`src/rtl/ham_7_4_pkg.sv`:
```
// -----------------------------------------------------------------------------
// ham_7_4_pkg
// Shared definitions for the serial Hamming(7,4) encoder.
//   - codeword / data lengths and the parity bit positions
//   - state enum of the output serializer (IDLE, SEND, GAP)
//   - ham_build_cw(): builds the 7-bit codeword from d1..d4. The decoder's
//     bench model can reuse it.
// Codeword bit order: index CW_LEN-1 holds position 1 (sent first) and index
// 0 holds position 7 (sent last). This lets the serializer shift left and
// always drive its MSB.
// Optional feature macro used by the top level: HAM_ENC_OVERRUN_DETECT_EN.
// -----------------------------------------------------------------------------
package ham_7_4_pkg;

  localparam int unsigned CW_LEN   = 7;
  localparam int unsigned DATA_LEN = 4;

  // 1-based codeword positions of the parity bits
  localparam int unsigned P1_POS = 1;
  localparam int unsigned P2_POS = 2;
  localparam int unsigned P4_POS = 4;

  typedef enum logic [1:0] {
    IDLE = 2'd0,
    SEND = 2'd1,
    GAP  = 2'd2
  } ser_state_e;

  // Positions 1..7 = p1, p2, d1, p4, d2, d3, d4. Each parity bit covers the
  // data positions whose 1-based index has that parity's bit set. A single
  // flipped bit therefore yields a syndrome equal to its position.
  function automatic logic [CW_LEN-1:0] ham_build_cw(
    input logic d1,
    input logic d2,
    input logic d3,
    input logic d4
  );
    logic p1;
    logic p2;
    logic p4;
    p1 = d1 ^ d2 ^ d4;
    p2 = d1 ^ d3 ^ d4;
    p4 = d2 ^ d3 ^ d4;
    return {p1, p2, d1, p4, d2, d3, d4};
  endfunction

endpackage

```
`src/rtl/ham_7_4_enc_ser.sv`:
```
// -----------------------------------------------------------------------------
// ham_7_4_ser
// Output side of the Hamming(7,4) encoder. It holds a shift register, the
// IDLE/SEND/GAP state machine and the bit and gap counters. A codeword
// offered on word_i with load_i high is taken on the next edge whenever the
// serializer can start a new word (busy_o low). The word is then sent MSB
// first with dvout_o low for exactly CW_LEN consecutive cycles.
//
// Parameters:
//   IDLE_GAP  minimum dvout-high cycles between codewords (0..7)
// Ports:
//   clk       clock; all state changes on its rising edge
//   reset     asynchronous, active-low reset
//   word_i    codeword to send, position 1 in the MSB
//   load_i    a word is waiting on word_i
//   busy_o    high = a load_i would be ignored this cycle
//   code_o    serial codeword bit, registered; 0 while dvout_o is high
//   dvout_o   active-low output valid, registered
// -----------------------------------------------------------------------------
module ham_7_4_ser
  import ham_7_4_pkg::*;
#(
  parameter int unsigned IDLE_GAP = 0
) (
  input  logic              clk,
  input  logic              reset,
  input  logic [CW_LEN-1:0] word_i,
  input  logic              load_i,
  output logic              busy_o,
  output logic              code_o,
  output logic              dvout_o
);

  localparam logic [2:0] OCNT_LAST = 3'(CW_LEN - 1);
  localparam bit         GAP_EN    = (IDLE_GAP > 0);
  localparam logic [2:0] GAP_LAST  = GAP_EN ? 3'(IDLE_GAP - 1) : 3'd0;

  ser_state_e        state_q;
  ser_state_e        state_d;
  logic [CW_LEN-1:0] shift_q;
  logic [CW_LEN-1:0] shift_d;
  logic [2:0]        ocnt_q;
  logic [2:0]        ocnt_d;
  logic [2:0]        gcnt_q;
  logic [2:0]        gcnt_d;
  logic              code_q;
  logic              code_d;
  logic              dvout_q;
  logic              dvout_d;
  logic              ready;

  // A new word may start from IDLE. It may also start on the edge that ends
  // the last gap cycle, or, without a gap, on the edge that ends bit 7. Those
  // two cases keep the minimum spacing exact instead of adding an IDLE cycle.
  always_comb begin
    ready = 1'b0;
    case (state_q)
      IDLE:    ready = 1'b1;
      SEND:    ready = !GAP_EN && (ocnt_q == OCNT_LAST);
      GAP:     ready = (gcnt_q == GAP_LAST);
      default: ready = 1'b0;
    endcase
  end

  assign busy_o = !ready;

  always_comb begin
    state_d = state_q;
    shift_d = shift_q;
    ocnt_d  = ocnt_q;
    gcnt_d  = gcnt_q;

    if (load_i && ready) begin
      state_d = SEND;
      shift_d = word_i;
      ocnt_d  = 3'd0;
      gcnt_d  = 3'd0;
    end else begin
      case (state_q)
        SEND: begin
          if (ocnt_q == OCNT_LAST) begin
            ocnt_d  = 3'd0;
            gcnt_d  = 3'd0;
            shift_d = '0;
            state_d = GAP_EN ? GAP : IDLE;
          end else begin
            ocnt_d  = ocnt_q + 3'd1;
            shift_d = {shift_q[CW_LEN-2:0], 1'b0};
          end
        end
        GAP: begin
          if (gcnt_q == GAP_LAST) begin
            state_d = IDLE;
          end else begin
            gcnt_d = gcnt_q + 3'd1;
          end
        end
        default: ;
      endcase
    end

    // The output stage registers the head of the shift register. The line
    // therefore trails the state by one edge and dvout stays low for
    // exactly the CW_LEN cycles spent in SEND.
    dvout_d = (state_q != SEND);
    code_d  = (state_q == SEND) ? shift_q[CW_LEN-1] : 1'b0;
  end

  always_ff @(posedge clk or negedge reset) begin
    if (!reset) begin
      state_q <= IDLE;
      shift_q <= '0;
      ocnt_q  <= 3'd0;
      gcnt_q  <= 3'd0;
      code_q  <= 1'b0;
      dvout_q <= 1'b1;
    end else begin
      state_q <= state_d;
      shift_q <= shift_d;
      ocnt_q  <= ocnt_d;
      gcnt_q  <= gcnt_d;
      code_q  <= code_d;
      dvout_q <= dvout_d;
    end
  end

  assign code_o  = code_q;
  assign dvout_o = dvout_q;

endmodule

```
`src/rtl/ham_7_4_enc.sv`:
```
// -----------------------------------------------------------------------------
// ham_7_4_enc
// Serial Hamming(7,4) encoder. It collects 4 data bits from an active-low
// valid serial stream and keeps one finished word in a pending buffer. Each
// word is handed to the serializer as a 7-bit codeword, which is sent as
// p1, p2, d1, p4, d2, d3, d4 with an active-low valid. A new word can be
// collected while the previous one is shifting out. rdy back-pressures the
// source once a word is pending and the next one is also complete except for
// its last bit.
//
// Parameters:
//   IDLE_GAP  minimum dvout-high cycles between codewords (0..7)
// Ports:
//   clk       clock; all state changes on its rising edge
//   reset     asynchronous, active-low reset
//   datain    serial data bit, sampled when dvin=0 and rdy=1
//   dvin      active-low input valid, one bit per low cycle
//   rdy       high = a bit is accepted this cycle (combinational)
//   code      serial codeword bit, registered
//   dvout     active-low output valid, registered
//   ovf       (only with HAM_ENC_OVERRUN_DETECT_EN) sticky flag; set after
//             any cycle with dvin=0 and rdy=0; cleared only by reset
// Optional feature macro: HAM_ENC_OVERRUN_DETECT_EN
// -----------------------------------------------------------------------------
module ham_7_4_enc
  import ham_7_4_pkg::*;
#(
  parameter int unsigned IDLE_GAP = 0
) (
  input  logic clk,
  input  logic reset,
  input  logic datain,
  input  logic dvin,
  output logic rdy,
  output logic code,
  output logic dvout
`ifdef HAM_ENC_OVERRUN_DETECT_EN
  ,
  output logic ovf
`endif
);

  logic [1:0]          ccnt_q;
  logic [1:0]          ccnt_d;
  // Only d1..d3 need storage. d4 goes straight from datain into the pending
  // buffer on the edge that completes the word.
  logic [DATA_LEN-2:0] coll_q;
  logic [DATA_LEN-2:0] coll_d;
  logic [DATA_LEN-1:0] pend_q;       // index 0 = d1
  logic [DATA_LEN-1:0] pend_d;
  logic                pend_v_q;
  logic                pend_v_d;

  logic                accept;
  logic                word_done;
  logic                load;
  logic                ser_busy;
  logic [CW_LEN-1:0]   pend_cw;

  // Conservative: rdy stays low through the cycle in which the pending word
  // is consumed and rises on the next one.
  assign rdy       = !(pend_v_q && (ccnt_q == 2'd3));
  assign accept    = !dvin && rdy;
  assign word_done = accept && (ccnt_q == 2'd3);
  assign load      = pend_v_q && !ser_busy;

  for (genvar gi = 0; gi < DATA_LEN - 1; gi++) begin : g_coll
    assign coll_d[gi] = (accept && (ccnt_q == 2'(gi))) ? datain : coll_q[gi];
  end

  always_comb begin
    ccnt_d   = accept ? ccnt_q + 2'd1 : ccnt_q;
    pend_d   = word_done ? {datain, coll_q} : pend_q;
    // Setting wins over clearing: a word completed on the load edge moves
    // into the buffer that the load just freed.
    pend_v_d = word_done ? 1'b1 : (load ? 1'b0 : pend_v_q);
  end

  always_ff @(posedge clk or negedge reset) begin
    if (!reset) begin
      ccnt_q   <= 2'd0;
      coll_q   <= '0;
      pend_q   <= '0;
      pend_v_q <= 1'b0;
    end else begin
      ccnt_q   <= ccnt_d;
      coll_q   <= coll_d;
      pend_q   <= pend_d;
      pend_v_q <= pend_v_d;
    end
  end

  assign pend_cw = ham_build_cw(pend_q[0], pend_q[1], pend_q[2], pend_q[3]);

  ham_7_4_ser #(
    .IDLE_GAP (IDLE_GAP)
  ) u_ser (
    .clk     (clk),
    .reset   (reset),
    .word_i  (pend_cw),
    .load_i  (pend_v_q),
    .busy_o  (ser_busy),
    .code_o  (code),
    .dvout_o (dvout)
  );

`ifdef HAM_ENC_OVERRUN_DETECT_EN
  logic ovf_q;
  logic ovf_d;

  assign ovf_d = ovf_q | (!dvin && !rdy);

  always_ff @(posedge clk or negedge reset) begin
    if (!reset) begin
      ovf_q <= 1'b0;
    end else begin
      ovf_q <= ovf_d;
    end
  end

  assign ovf = ovf_q;
`endif

endmodule
```
`config.mk`:
```
export PLATFORM = sky130hd
export DESIGN_NAME = ham_7_4_enc
export DESIGN_NICKNAME = d
export VERILOG_FILES = /design/src/rtl/ham_7_4_pkg.sv /design/src/rtl/ham_7_4_enc_ser.sv /design/src/rtl/ham_7_4_enc.sv
export SDC_FILE = /design/constraint.sdc
export NUM_CORES = 1
export LEC_CHECK = 0
export BUFFER_PORTS_ARGS = -buffer_cell sky130_fd_sc_hd__buf_2
export CAP_MARGIN = 20
export CORE_AREA = 2 2 61 63
export CTS_BUF_LIST = sky130_fd_sc_hd__clkbuf_16
export CTS_CLUSTER_DIAMETER = 150
export DETAILED_ROUTE_END_ITERATION = 7
export DIE_AREA = 0 0 63 65
export GPL_TIMING_DRIVEN = 0
export MAX_ROUTING_LAYER = met4
export SLEW_MARGIN = 25
export SYNTH_ARGS = -nofsm -noshare
export SYNTH_HDL_FRONTEND = slang
export SYNTH_SLANG_ARGS = --single-unit
```
`constraint.sdc`:
```
create_clock -name clk -period 1.5 [get_ports clk]
set_input_delay 0.3 -clock clk [delete_from_list [all_inputs] [get_ports clk]]
set_output_delay 0.3 -clock clk [all_outputs]
set_load 0.02 [all_outputs]
```
==> results of run 1 <==
==> report_power, final <==
part / switching [W] / internal, W / leakage, nW
Sequential: 0.000229 / 0.000909 / 0.286
Combinational: 0.000578 / 0.000663 / 0.310
Clock: 0.000202 / 0.000355 / 0.0423
==> cell families after synthesis <==
logic type	count (synthesis)	share of synthesized area
compound gates	21	0.1277
xor+xnor	4	0.06545
fa+ha+maj	4	0.04292
buf+inv	9	0.04398
flops	23	0.4946
mux	12	0.1105
simple gates	18	0.1148
==> through the flow <==
step                      worst slack (ns)  cells  total power [W]  hold slack (ns)  area [sq um]
after floorplan                     0.1515     91         0.002108         0.004409          1166
after global placement             0.07858    145         0.002331           0.2977          1256
after detailed placement           0.01944    145         0.002396           0.3040          1256
after CTS                         0.009598    149         0.002960          0.03373          1335
after global routing             -0.007375    149         0.003190          0.04589          1345
final                              0.06098    149         0.002936          0.01385          1345
==> synth_stat cells, types with 2 or more instances <==
library cell	instances
buf_2	2
inv_1	4
nand2_1	8
xnor3_1	3
a32oi_1	3
ha_1	4
a22o_1	2
and2_1	2
buf_4	2
a21oi_1	4
a221o_1	3
a21oi_2	2
o21ai_1	4
o21ai_0	2
mux2_1	7
mux2i_1	5
dfrtp_1	22
==> final cells by class <==
type | count | area, sq um | share of cell area
multi-input combinational | 59 | 548.0 | 0.4074
inverter | 4 | 15.01 | 0.01116
clock buffer | 3 | 75.07 | 0.05581
clock inverter | 1 | 3.754 | 0.002791
buffer | 5 | 36.28 | 0.02698
timing repair buffer | 6 | 30.03 | 0.02233
tap | 48 | 60.06 | 0.04465
sequential | 23 | 576.8 | 0.4288
==> per-layer routing <==
metal	up-vias	global-route usage	part of all wire	wire (um)
met5	-	-	0	0
met4	0	0.03056	0.0051	10
met3	2	0.04167	0.039	76
met2	9	0.2035	0.53	1035
met1	362	0.1350	0.43	843
li1	344	-	-	-
==> worst max-delay path, delay by kind of cell, from the launching register on <==
kind,cells,cell delay (ns)
buffers and inverters,2,0.36
flip-flops,1,0.48
AND/OR/NAND/NOR,1,0.05
==> what timing repair did <==
item	in CTS	in global routing
setup endpoints to repair	0	6
gates resized for setup	0	2
hold buffers	0	0
==> placed cells by master (no fill, tap or decap), drive strengths merged, types with 2 or more instances in the layout <==
| cell type | synthesis | layout |
|---|---|---|
| a21oi | 6 | 6 |
| a221o | 3 | 3 |
| a22o | 2 | 2 |
| a32oi | 3 | 3 |
| and2 | 2 | 2 |
| buf | 5 | 11 |
| clkbuf | 0 | 3 |
| dfrtp | 22 | 22 |
| ha | 4 | 4 |
| inv | 4 | 5 |
| mux2 | 7 | 7 |
| mux2i | 5 | 5 |
| nand2 | 8 | 8 |
| nor3b | 2 | 2 |
| o21ai | 6 | 6 |
| xnor3 | 3 | 3 |
==> flip-flops by register name, indices dropped and copies added (netlist names) <==
name	cells
ccnt_q	2
coll_q	3
pend_q	4
pend_v_q	1
u_ser.code_o	1
u_ser.dvout_o	1
u_ser.ocnt_q	3
u_ser.shift_q	7
u_ser.state_q	1
==> path summary, 6_finish.rpt <==
check | startpoint | end | slack [ns] | depth (start not counted)
worst min-delay path | reset | u_ser.shift_q[0]$_DFFE_PN0P_ | 0.01 | 1
worst max register to register | ccnt_q[1]$_DFFE_PN0N_ | pend_q[3]$_DFFE_PN0P_ | 0.08 | 3
worst max-delay path | pend_v_q$_DFFE_PN0P_ | rdy | 0.06 | 3
max in group asynchronous | reset | u_ser.dvout_o$_DFF_PN1_ | 1.12 | 1
min in group clk | datain | coll_q[1]$_DFFE_PN0P_ | 0.31 | 2
worst min register to register | coll_q[2]$_DFFE_PN0P_ | pend_q[2]$_DFFE_PN0P_ | 0.50 | 1
==> results.md, run 1 <==
- Initial antenna violation count: 0
- Clk buf depth: 2
- Worst-Skew Late Latency: ~0.25 ns
- Final setup viols: 0
- Layout area overhead: 15.34%
- Post-CTS Setup Repair Bufs: 0
- Post-synthesis cell type count: 29
- Average wire per cell in the routed design: around 13 um
- Die width: ~63 um
- Top post-synthesis cells by area: dfrtp_1, mux2_1, xnor3_1, ha_1, mux2i_1
- HPWL reported at the end of detailed placement: about 1.5 mm
- Final min period: approximately 1.4 ns
- Slew HR: 0.6598
- Slowest Stage Delay on Critical Path: roughly 0.48 ns
- Area of the core: 3496 sq um
- Critical Path RT: between 1 and 1.5 ns
- Clock Sinks: 23
- Setup TNS: 0 ns
- I/O pin count: 7
- Yosys warns: 0
- Max frequency: 694.9 MHz
- Sequential area share after synthesis: 0.4946
- Worst vdd ir: ~1000 uV
- Cell row count: 22
- Period Utilization, post-route: 0.9593
- Share of flip-flops with an asynchronous set or reset: 1.000
- Number of CTS-inserted buffers: 3
- Area leader, netlist: dfrtp_1
- Mean post-synth cell area: about 13 sq um
- Antenna Cells: 0
- CP max-delay cell: dfrtp_1
- #FFs+latches synth: 23
- Effective utilization at floorplan: 0.3336
- CTS tree: yes
- First-pass GRT wire length: about 3.7 mm
- Post-layout nets: 110
- Min-Delay Path Class: input pin to async pin
- Fin. Hold Viols: 0
- Die Ht: 65 um
- Die area: around 4100 sq um
- Count of final max-slew check failures: 0
- WP data arrival: ~1.1 ns
- Max-cap violations: 0
- Fin util: 0.3848
- H-Tree Depth: 1
- Port bufs: 6
- DR iter-0 viols: 27
- Leak Pwr: between 0.6 and 0.7 nW
- Worst Path Max Fanout: 10
- Worst-Margin Slew: a little over 0.5 ns
- Total track usage: 0.1196
- Status: finished clean
- Pin count of the biggest net entering global routing: 24
- Number of vias per cell: 4.812
- Skew final: ~0.0017 ns
- Post-DRT Antenna Nets: 0
- Syn_nets: 99
- Vias in the first global route: 792
- Cell area after synthesis: approximately 1200 sq um
- Total wire length: around 2.0 mm
- Grt ovf: 0
- Vias: 717
- Cell breakdown of the critical path: buf_6 -> nand2_1 -> buf_2
- Share of cells above drive strength 1: 0.2178
- Most used DFF post-synth: dfrtp_1
- CP Capture Type: output pin
- Cells after Synth: around 90
- Fill cell count: ~350
- CTS clk-pin slew, worst paths: 0.06 ns
- Critical path class: flop to output pin
- Post-synth EDFFs: 0
- Drt first pass iters: 3
- Worst setup SP type: flop
- Clock root buffer: clkbuf_16
- Share of the synthesized area in the top cell type: 0.4721
- Gpl congestion: a little over 0.7
- # DRC: 0
- PD cells: ~2200 nW/um^2
Power figures use the tool's default switching activity.
==> run 2, diff against run 1 <==
Settings changed: CORE_AREA 2 2 61 63 to 2 2 49 51, DIE_AREA 0 0 63 65 to 0 0 51 53, PLACE_DENSITY set to 0.72.
==> run 2 against run 1 <==
  * Clock power is 6.1% higher
  * Power grew 1.9%
  * Routed wire length is 4.1% higher
  * Die area shrank 34%
  * First-iteration DRC count fell by 56%
  * Sequential share of layout area up 0.74 points
  * Highest routed layer unchanged
  * Design area shrank 1.5%
  * Clock skew rose by 0.0046 ns
  * Combinational power is essentially flat
  * Setup slack gained 0.013 ns
  * Register-to-register slack about the same
  * Largest cell class unchanged
==> results.md, run 2 (synthesis results as in run 1) <==
- Critical Path RT: between 1.5 and 2 ns
- PD cells: 2257 nW/um^2
- Most common cell after layout, fill and taps aside: dfrtp_1
- Count of final max-slew check failures: 0
- H-Tree Depth: 1
- Clock Sinks: 23
- Slew HR: 0.6560
- Max frequency: 701.2 MHz
- Critical path class: flop to flop
- Final worst slack: ~0.074 ns
- Die area: 2703 sq um
- Cell row count: 17
- First-pass GRT wire length: about 3.4 mm
- Average wire per cell in the routed design: between 15 and 20 um
- Seq. cell area: 578.1 sq um
- Vias: around 700
- Total wire length: slightly above 2 mm
- Status: finished clean
- Setup TNS: 0 ns
- CP endpoint: coll_q[1]$_DFFE_PN0P_
- Worst setup SP type: flop
- Reg2Reg Capture Point: coll_q[1]$_DFFE_PN0P_
- Worst Path Max Fanout: 6
- Number of vias per cell: 5.400
- Multi-input gate area: between 500 and 600 sq um
- Biggest register: u_ser.shift_q
- Fill cell count: ~170
- Die width: slightly above 50 um
- Worst reg2reg startpoint: ccnt_q[0]$_DFFE_PN0N_
- Place WS: about 0.037 ns
- I/O pin count: 7
- Layout area overhead: 13.63%
- Drt first pass iters: 4
- Antenna Cells: 0
- Skew final: between 0.006 and 0.007 ns
- R2R depth: 4
- CTS tree: yes
- Die Ht: between 50 and 60 um
- Fin util: 0.6168
- Gpl congestion: around 0.8
- Effective utilization at floorplan: 0.5428
- CP max-delay cell: dfrtp_1
- Area of the core: around 2100 sq um
- WP data arrival: approximately 1.6 ns
- Final min period: 1.426 ns
- CTS clk-pin slew, worst paths: roughly 0.070 ns
- Hold_buf cts: 0
- Cell breakdown of the critical path: ha_2 -> a21oi_2 -> nand2_1 -> mux2_1
- HPWL reported at the end of detailed placement: roughly 1.4 mm
- Post-DRT Antenna Nets: 0
- Crit path from: ccnt_q[0]$_DFFE_PN0N_
- Leak Pwr: ~0.64 nW
- Fin. Hold Viols: 0
- # DRC: 0
- Vias in the first global route: 707
- Largest regs: u_ser.shift_q (7), pend_q (4)
- Slowest Stage Delay on Critical Path: between 0.4 and 0.5 ns
- DR iter-0 viols: 12
- Initial antenna violation count: 0
- Period Utilization, post-route: 0.9508
- Pin count of the biggest net entering global routing: 24
- Number of CTS-inserted buffers: 3
- Share of cells above drive strength 1: 0.2451
- Most frequent cells in the layout: dfrtp_1, nand2_1, buf_2
- RSZ-0062 raised after global routing: false
- Worst-Margin Slew: slightly above 0.5 ns
- R2R Setup Slk: ~0.074 ns
- Largest register FFs: 7
- Final setup viols: 0
- Post-layout nets: roughly 110
- Worst-Skew Late Latency: between 0.2 and 0.3 ns
- Min-Delay Path Class: input pin to async pin
- Max-cap violations: 0
- Port bufs: 6
- Total track usage: 0.1862
- Clk buf depth: 2
- Worst vdd ir: approximately 1200 uV
- Clock root buffer: clkbuf_16
- CP Capture Type: flop
- Grt ovf: 0
run 2: per-stage QoR:
stage          cells  total power [W]  hold slack [ns]  area (sq um)
6_report         130         0.002991         0.007484          1325
5_1_grt          130         0.003218          0.03554          1325
4_1_cts          129         0.003008          0.02375          1314
3_5_place_dp     125         0.002393           0.2999          1231
3_3_place_gp     125         0.002328           0.2921          1231
2_1_floorplan     91         0.002108         0.004409          1166
run 2: final cells by class:
cell class | count | area share
Clock buffer | 3 | 0.05666
Clock inverter | 1 | 0.005666
Multi-Input combinational cell | 59 | 0.4079
Sequential cell | 23 | 0.4363
Buffer | 5 | 0.02738
Inverter | 4 | 0.01133
Tap cell | 28 | 0.02644
Timing Repair Buffer | 7 | 0.02833
run 2: metal layers:
layer | global-route usage | vias up | wire, um | share of wire
met5 | - | - | 0 | 0
met4 | 0.08108 | 0 | 31 | 0.015
met3 | 0.05932 | 4 | 64 | 0.031
met2 | 0.3009 | 12 | 971 | 0.47
met1 | 0.2144 | 339 | 979 | 0.48
li1 | - | 347 | - | -
run 2: what timing repair did:
item                       in CTS  in global routing
buffers inserted                0                  1
gates resized for setup         0                  2
setup endpoints to repair       0                  5
run 2: critical path, delay by kind of cell, from the launching register on:
family / cells / cell delay (ns)
flip-flops: 1 / 0.41
AO/OA/AOI/OAI: 1 / 0.27
multiplexers: 1 / 0.31
AND/OR/NAND/NOR: 1 / 0.12
adder cells (fa/ha/maj): 1 / 0.21
run 2: worst min path at each step:
stage	startpoint	to	slack [ns]	depth (start not counted)
after CTS	reset	u_ser.shift_q[2]$_DFFE_PN0P_	0.02	1
after floorplan	reset	ccnt_q[0]$_DFFE_PN0N_	0.004	0
after global routing	reset	u_ser.shift_q[2]$_DFFE_PN0P_	0.04	1
after global placement	reset	u_ser.shift_q[1]$_DFFE_PN0P_	0.29	1
final	reset	u_ser.shift_q[2]$_DFFE_PN0P_	0.007	1
after detailed placement	reset	u_ser.shift_q[1]$_DFFE_PN0P_	0.30	1
run 2: where the power goes:
group	switching (W)	leakage [nW]	total [W]	internal, W
sequential	0.000228	0.285	0.00114	0.000911
clock	0.000230	0.0371	0.000591	0.000362
combinational	0.000591	0.314	0.00126	0.000670
total	0.00105	0.636	0.00299	0.00194
